### src/rtl/snake_head_stepper_if.sv
// ---------------------------------------------------------------------------
// snake_head_stepper_if
//   Bundles the game-side controls and the head-position results of the
//   snake head stepper.
//   Signals:
//     tick       game timer step strobe (one cycle)
//     pause      high: tick ignored while idle
//     dir_valid  direction request strobe
//     dir_in     requested direction (00 up, 01 right, 10 down, 11 left)
//     head_x     current head column
//     head_y     current head row
//     dir_cur    direction used by the most recent step
//     busy       high while a step is being computed/applied
//     step_done  one-cycle pulse when head_x/head_y change
//     wrapped    one-cycle pulse with step_done if the step crossed an edge
//   Modports:
//     master  drives the requests, observes the head (game controller / bench)
//     slave   the stepper itself
// ---------------------------------------------------------------------------
interface snake_head_stepper_if;
  logic       tick;
  logic       pause;
  logic       dir_valid;
  logic [1:0] dir_in;
  logic [4:0] head_x;
  logic [4:0] head_y;
  logic [1:0] dir_cur;
  logic       busy;
  logic       step_done;
  logic       wrapped;

  modport master (
    output tick, pause, dir_valid, dir_in,
    input  head_x, head_y, dir_cur, busy, step_done, wrapped
  );

  modport slave (
    input  tick, pause, dir_valid, dir_in,
    output head_x, head_y, dir_cur, busy, step_done, wrapped
  );
endinterface

### src/rtl/snake_head_stepper.sv
// ---------------------------------------------------------------------------
// snake_head_stepper
//   Holds the snake head grid coordinate and travel direction and advances
//   the head by one cell per accepted game tick, wrapping at the grid edges.
//   Player direction requests are buffered in a pending register; requests
//   that would reverse the snake onto itself are dropped.
//   Ports:
//     clk    sole clock, rising edge
//     rst_n  asynchronous active-low reset
//     bus    snake_head_stepper_if.slave (tick/pause/direction in,
//            head position, direction and step status out)
//   Timing: tick sampled in cycle n -> busy in n+1..n+2, new head plus
//   step_done (and wrapped) in n+2; the next tick is accepted from n+3.
// ---------------------------------------------------------------------------
module snake_head_stepper #(
  parameter int         GRID_COLS = 32,
  parameter int         GRID_ROWS = 24,
  parameter int         START_X   = 16,
  parameter int         START_Y   = 12,
  parameter logic [1:0] START_DIR = 2'b01
) (
  input logic                  clk,
  input logic                  rst_n,
  snake_head_stepper_if.slave  bus
);

  typedef enum logic [1:0] {
    IDLE   = 2'd0,
    CALC   = 2'd1,
    UPDATE = 2'd2
  } state_t;

  localparam logic [1:0] DIR_UP    = 2'b00;
  localparam logic [1:0] DIR_RIGHT = 2'b01;
  localparam logic [1:0] DIR_DOWN  = 2'b10;
  localparam logic [1:0] DIR_LEFT  = 2'b11;

  localparam logic [4:0] MAX_X   = 5'(GRID_COLS - 1);
  localparam logic [4:0] MAX_Y   = 5'(GRID_ROWS - 1);
  localparam logic [4:0] INIT_X  = 5'(START_X);
  localparam logic [4:0] INIT_Y  = 5'(START_Y);
  localparam logic [4:0] ONE     = 5'd1;

  state_t     state;
  logic [4:0] head_x;
  logic [4:0] head_y;
  logic [1:0] dir_cur;
  logic [1:0] dir_pend;
  logic       busy;
  logic       step_done;
  logic       wrapped;

  logic [4:0] next_x;
  logic [4:0] next_y;
  logic       next_wrap;
  logic       req_ok;

  // A request is accepted unless it points straight back along dir_cur.
  // While busy, dir_cur already holds the direction of the step in flight.
  assign req_ok = bus.dir_valid && (bus.dir_in != (dir_cur ^ 2'b10));

  // Next cell for the committed direction. Decrement is A + ~B + 1.
  // NOTE: every always_comb output gets a default first so no path leaves it
  // unassigned; otherwise synthesis infers a latch.
  always_comb begin
    next_x    = head_x;
    next_y    = head_y;
    next_wrap = 1'b0;
    unique case (dir_cur)
      DIR_UP: begin
        if (head_y == 5'd0) begin
          next_y    = MAX_Y;
          next_wrap = 1'b1;
        end else begin
          next_y = head_y + ~ONE + ONE;
        end
      end
      DIR_DOWN: begin
        if (head_y == MAX_Y) begin
          next_y    = 5'd0;
          next_wrap = 1'b1;
        end else begin
          next_y = head_y + ONE;
        end
      end
      DIR_LEFT: begin
        if (head_x == 5'd0) begin
          next_x    = MAX_X;
          next_wrap = 1'b1;
        end else begin
          next_x = head_x + ~ONE + ONE;
        end
      end
      DIR_RIGHT: begin
        if (head_x == MAX_X) begin
          next_x    = 5'd0;
          next_wrap = 1'b1;
        end else begin
          next_x = head_x + ONE;
        end
      end
      default: begin
        next_x = head_x;
      end
    endcase
  end

  // Single sequential block: FSM, pending direction and registered outputs.
  // NOTE: sequential state uses non-blocking (<=) so every register samples
  // the pre-edge values regardless of statement order.
  always_ff @(posedge clk or negedge rst_n) begin
    if (!rst_n) begin
      state     <= IDLE;
      head_x    <= INIT_X;
      head_y    <= INIT_Y;
      dir_cur   <= START_DIR;
      dir_pend  <= START_DIR;
      busy      <= 1'b0;
      step_done <= 1'b0;
      wrapped   <= 1'b0;
    end else begin
      step_done <= 1'b0;
      wrapped   <= 1'b0;
      if (req_ok) begin
        dir_pend <= bus.dir_in;
      end
      unique case (state)
        IDLE: begin
          if (bus.tick && !bus.pause) begin
            state <= CALC;
            busy  <= 1'b1;
            // A request arriving with the tick wins over the older pending one.
            dir_cur <= req_ok ? bus.dir_in : dir_pend;
          end
        end
        CALC: begin
          // Head is loaded on leaving CALC so it appears together with
          // step_done during UPDATE (two cycles after the tick).
          state     <= UPDATE;
          head_x    <= next_x;
          head_y    <= next_y;
          step_done <= 1'b1;
          wrapped   <= next_wrap;
        end
        UPDATE: begin
          state <= IDLE;
          busy  <= 1'b0;
        end
        default: begin
          state <= IDLE;
          busy  <= 1'b0;
        end
      endcase
    end
  end

  assign bus.head_x    = head_x;
  assign bus.head_y    = head_y;
  assign bus.dir_cur   = dir_cur;
  assign bus.busy      = busy;
  assign bus.step_done = step_done;
  assign bus.wrapped   = wrapped;

endmodule
### src/flat_wrapper.sv
// flat-port wrapper written by rule: the top's interface ports become plain ports
module snake_head_stepper_flat 
#(
  parameter int         GRID_COLS = 32,
  parameter int         GRID_ROWS = 24,
  parameter int         START_X   = 16,
  parameter int         START_Y   = 12,
  parameter logic [1:0] START_DIR = 2'b01
)
  (clk, rst_n, bus_tick, bus_pause, bus_dir_valid, bus_dir_in, bus_head_x, bus_head_y, bus_dir_cur, bus_busy, bus_step_done, bus_wrapped);
  snake_head_stepper_if bus_i ();
  input logic clk;
  input logic rst_n;
  input wire logic [$bits(bus_i.tick)-1:0] bus_tick;
  input wire logic [$bits(bus_i.pause)-1:0] bus_pause;
  input wire logic [$bits(bus_i.dir_valid)-1:0] bus_dir_valid;
  input wire logic [$bits(bus_i.dir_in)-1:0] bus_dir_in;
  output wire logic [$bits(bus_i.head_x)-1:0] bus_head_x;
  output wire logic [$bits(bus_i.head_y)-1:0] bus_head_y;
  output wire logic [$bits(bus_i.dir_cur)-1:0] bus_dir_cur;
  output wire logic [$bits(bus_i.busy)-1:0] bus_busy;
  output wire logic [$bits(bus_i.step_done)-1:0] bus_step_done;
  output wire logic [$bits(bus_i.wrapped)-1:0] bus_wrapped;
  assign bus_i.tick = bus_tick;
  assign bus_i.pause = bus_pause;
  assign bus_i.dir_valid = bus_dir_valid;
  assign bus_i.dir_in = bus_dir_in;
  assign bus_head_x = bus_i.head_x;
  assign bus_head_y = bus_i.head_y;
  assign bus_dir_cur = bus_i.dir_cur;
  assign bus_busy = bus_i.busy;
  assign bus_step_done = bus_i.step_done;
  assign bus_wrapped = bus_i.wrapped;
  snake_head_stepper #(.GRID_COLS(GRID_COLS), .GRID_ROWS(GRID_ROWS), .START_X(START_X), .START_Y(START_Y), .START_DIR(START_DIR)) u_core (.clk(clk), .rst_n(rst_n), .bus(bus_i));
endmodule
### config.mk
export PLATFORM = sky130hd
export DESIGN_NAME = snake_head_stepper_flat
export DESIGN_NICKNAME = d
export VERILOG_FILES = /design/src/rtl/snake_head_stepper_if.sv /design/src/rtl/snake_head_stepper.sv /design/src/flat_wrapper.sv
export SDC_FILE = /design/constraint.sdc
export NUM_CORES = 1
export LEC_CHECK = 0
export BUFFER_PORTS_ARGS = -buffer_cell sky130_fd_sc_hd__clkbuf_2
export CAP_MARGIN = 20
export CORE_AREA = 2 2 50 52
export DETAILED_ROUTE_END_ITERATION = 8
export DIE_AREA = 0 0 52 54
export PLACE_DENSITY_LB_ADDON = 0.15
export SLEW_MARGIN = 0
export SYNTH_ARGS = -nofsm -noshare
export SYNTH_HDL_FRONTEND = slang
export SYNTH_SLANG_ARGS = --single-unit
### constraint.sdc
create_clock -name clk -period 2.3 [get_ports clk]
set_input_delay 0.115 -clock clk [delete_from_list [all_inputs] [get_ports clk]]
set_output_delay 0.115 -clock clk [all_outputs]
set_load 0.01 [all_outputs]
==> impl_metrics.toml <==
[clock_tree]
numClockSinks = 19
clk_path_buf_depth = 2
tritoncts = "yes"
clockRootBuffer = "clkbuf_4"
h-tree-depth = 1
holdBufCountCts = 1
insertion_delay_ps = 300
clk_pin_slew_ps = 120
post-cts-setup-buffers = 0
numCtsBuffers = 3
cts_resized = 0

[synth]
ys_seq_area_share_pct = 41.8
ys.flop_type = "dfrtp_1"
synth_top_family_by_area = "simple AND/OR/NAND/NOR gates"
synthAdderAreaFrac_pct = 5.43
synth_compound_area_share_pct = 15.8
muxShareOfSynthArea_pct = 3.70
synth_area_sq_mm = 0.00115
synth_nets = 135
yosys.area_share.simple_pct = 22.4
synth.area.top_cells = "dfrtp_1 30%, dfstp_2 11%, ha_1 5.4%, a21oi_1 3.9%, o21ai_0 3.9%"
avgSynthCellArea_sq_um = 9.36
synth-seq-cells = 19
synthArstFlopShare_pct = 100
synth_top_area_cell = "dfrtp_1"
synthCells = 123
synth.distinct_cells = 41
netlist.area_leader.share_pct = 30.4
yosysWarnings = 0
synth_xor_xnor_area_share_pct = 4.57
synth_edf_count = 0

[worst_setup_path]
end_kind = "register"
worstPathRequired_ps = 2530
path_class = "reg2reg"
arrival_ps = 2110
cp_max_fo = 6
critPathLaunchType = "register"

[die]
dieWidth_microns = 52
coreArea_sq_mm = 0.00232
die_area_sq_mm = 0.00281
start_util_pct = 49.6
std_cell_rows = 18
io_pins = 22
die_y_microns = 54

[layout]
drive_above_1_share_pct = 25.5
synthToLayoutAreaGrowth_pct = 13.5
final.fill_count = 215
antenna_cells = 0
layout.nets = 158

[timing]
whs_ps = 106
maxSlewHeadroom_pct = 60.0
fmax_mhz = 532
finClkSkew_ps = 2.74
fin_crit_ps = 1880
setup_tns_ps = 0
finalSetupViolCount = 0
tightest_slew_ps = 600
min_period_over_period_pct = 81.7
hold_viol = 0
grt_setup_unrepaired = "no"
drv_slew = 0

[power]
ir_drop_mv = 0.617
p_clk_share_pct = 11.5
power.switching_fraction_pct = 42.5
internal_power_uw = 892
power_frac_seq_pct = 43.8
cellPowerDensity_mw_per_mm2 = 1190
combPwrFrac_pct = 44.7
p_leak_uw = 0.000597
switchingPower_uw = 660

[grt]
track_usage_pct = 17.8
grt_max_degree = 20
grt_remaining_overflow = 0
antenna_found_initial = 0
grt_pass1_wl_mm = 3.70
grt_pass1_vias = 823

[place]
portBuffers = 21
gp_congestion = 0.756
place_hpwl_mm = 1.63

[job]
cap_violations = 0

[routing]
wire_per_inst_microns = 12.8
wirelength_mm = 2.24
ant_nets = 0
drc_errors = 0
drt_pass1_iterations = 4
drt_iter0_markers = 19
via_count = 969
viasPerCell = 5.54

[status]
status = "completed"

[worst_hold_path]
min_path_type = "in2reg"
-- layout make-up --
type	count	area, sq um	area share [%]
multi-input combinational	89	597	45.7
sequential	19	482	36.9
timing repair buffer	23	123	9.39
inverter	10	37.5	2.87
tap	30	37.5	2.87
clock buffer	3	22.5	1.72
clock inverter	1	7.51	0.575
-- stage by stage --
| step | setup slack (ps) | cell area [sq um] | power, uW | std cells | utilization [%] |
|---|---|---|---|---|---|
| after global placement | 567 | 1270 | 1360 | 170 | 54.6 |
| after floorplan | 608 | 1150 | 1180 | 123 | - |
| after detailed placement | 463 | 1270 | 1380 | 170 | 54.6 |
| final | 422 | 1310 | 1550 | 175 | 56.3 |
| after CTS | 427 | 1310 | 1570 | 175 | 56.3 |
| after global routing | 265 | 1310 | 1700 | 175 | 56.3 |
-- power by group through the flow --
| stage | registers (uW) | clock network, uW | logic [uW] |
|---|---|---|---|
| after global routing | 716 | 196 | 789 |
| after CTS | 682 | 189 | 698 |
| after global placement | 679 | 0 | 681 |
| after detailed placement | 686 | 0 | 693 |
| after floorplan | 654 | 0 | 527 |
| final | 680 | 178 | 693 |
-- logic make-up (layout without fill, tap and decap cells) --
group                    after synthesis  after routing
XOR/XNOR                               6              6
flip-flops                            19             19
adder cells (fa/ha/maj)                5              5
AO/OA/AOI/OAI                         30             30
buffers and inverters                 15             37
multiplexers                           4              4
AND/OR/NAND/NOR                       44             44
-- routing by layer --
metal  vias up  track usage, %  share of wire, %
met5         -               0                 0
met4         0            7.89              0.54
met3         2            2.50               4.2
met2        21            29.1                49
met1       462            23.5                47
li1        484               -                 -
-- worst paths after layout --
kind                                 startpoint              endpoint  slack, ps  cells past startpoint
max in group asynchronous                 rst_n  u_core.bus.head_y[2]       1670                      2
min                                   bus_pause       u_core.state[0]        110                      3
min in group asynchronous                 rst_n  u_core.bus.head_x[3]        280                      2
min reg2reg                     u_core.bus.busy       u_core.bus.busy        490                      1
max                        u_core.bus.head_y[0]  u_core.bus.head_y[0]        420                      6
max reg2reg                u_core.bus.head_y[0]  u_core.bus.head_y[0]        420                      6
-- critical path, cell delays in order, from the launching register on --
cell,delay (ps)
dfrtp_1,450
inv_1,100
ha_1,160
or3b_2,490
nor3_1,320
o22ai_1,130
o21ai_0,160
-- flip-flops by register name, summed over array words and instances (netlist names) --
register / count
u_core.bus.head_y: 5
u_core.bus.head_x: 5
u_core.bus.busy: 1
u_core.state: 2
u_core.dir_pend: 2
u_core.bus.dir_cur: 2
u_core.bus.step_done: 1
u_core.bus.wrapped: 1
-- placed cells by master (no fill, tap or decap), types with 2 or more instances in the layout --
cell type	netlist	final
a21oi_1	9	9
nand4_1	2	2
inv_1	10	10
or2_2	2	2
and3_1	2	2
mux2i_1	2	2
nor2_1	5	5
mux2_2	2	2
o21ai_0	9	9
nor2b_1	5	5
nand2_1	4	4
ha_1	5	5
clkbuf_2	0	21
nor3_1	5	5
nand3_1	4	4
clkbuf_4	0	3
nor3b_1	2	2
xnor2_1	2	2
nor4b_1	2	2
dfrtp_1	14	14
nand2b_1	3	3
dfstp_2	5	5
xor2_1	4	4
a21boi_0	2	2
or3_1	2	2
o22ai_1	3	3
-- synth_stat cells, types with 3 or more instances --
cell type  count
dfrtp_1       14
inv_1         10
a21oi_1        9
o21ai_0        9
dfstp_2        5
ha_1           5
nor2_1         5
nor2b_1        5
nor3_1         5
nand2_1        4
nand3_1        4
xor2_1         4
nand2b_1       3
o22ai_1        3
(Power assumes the default switching activity.)
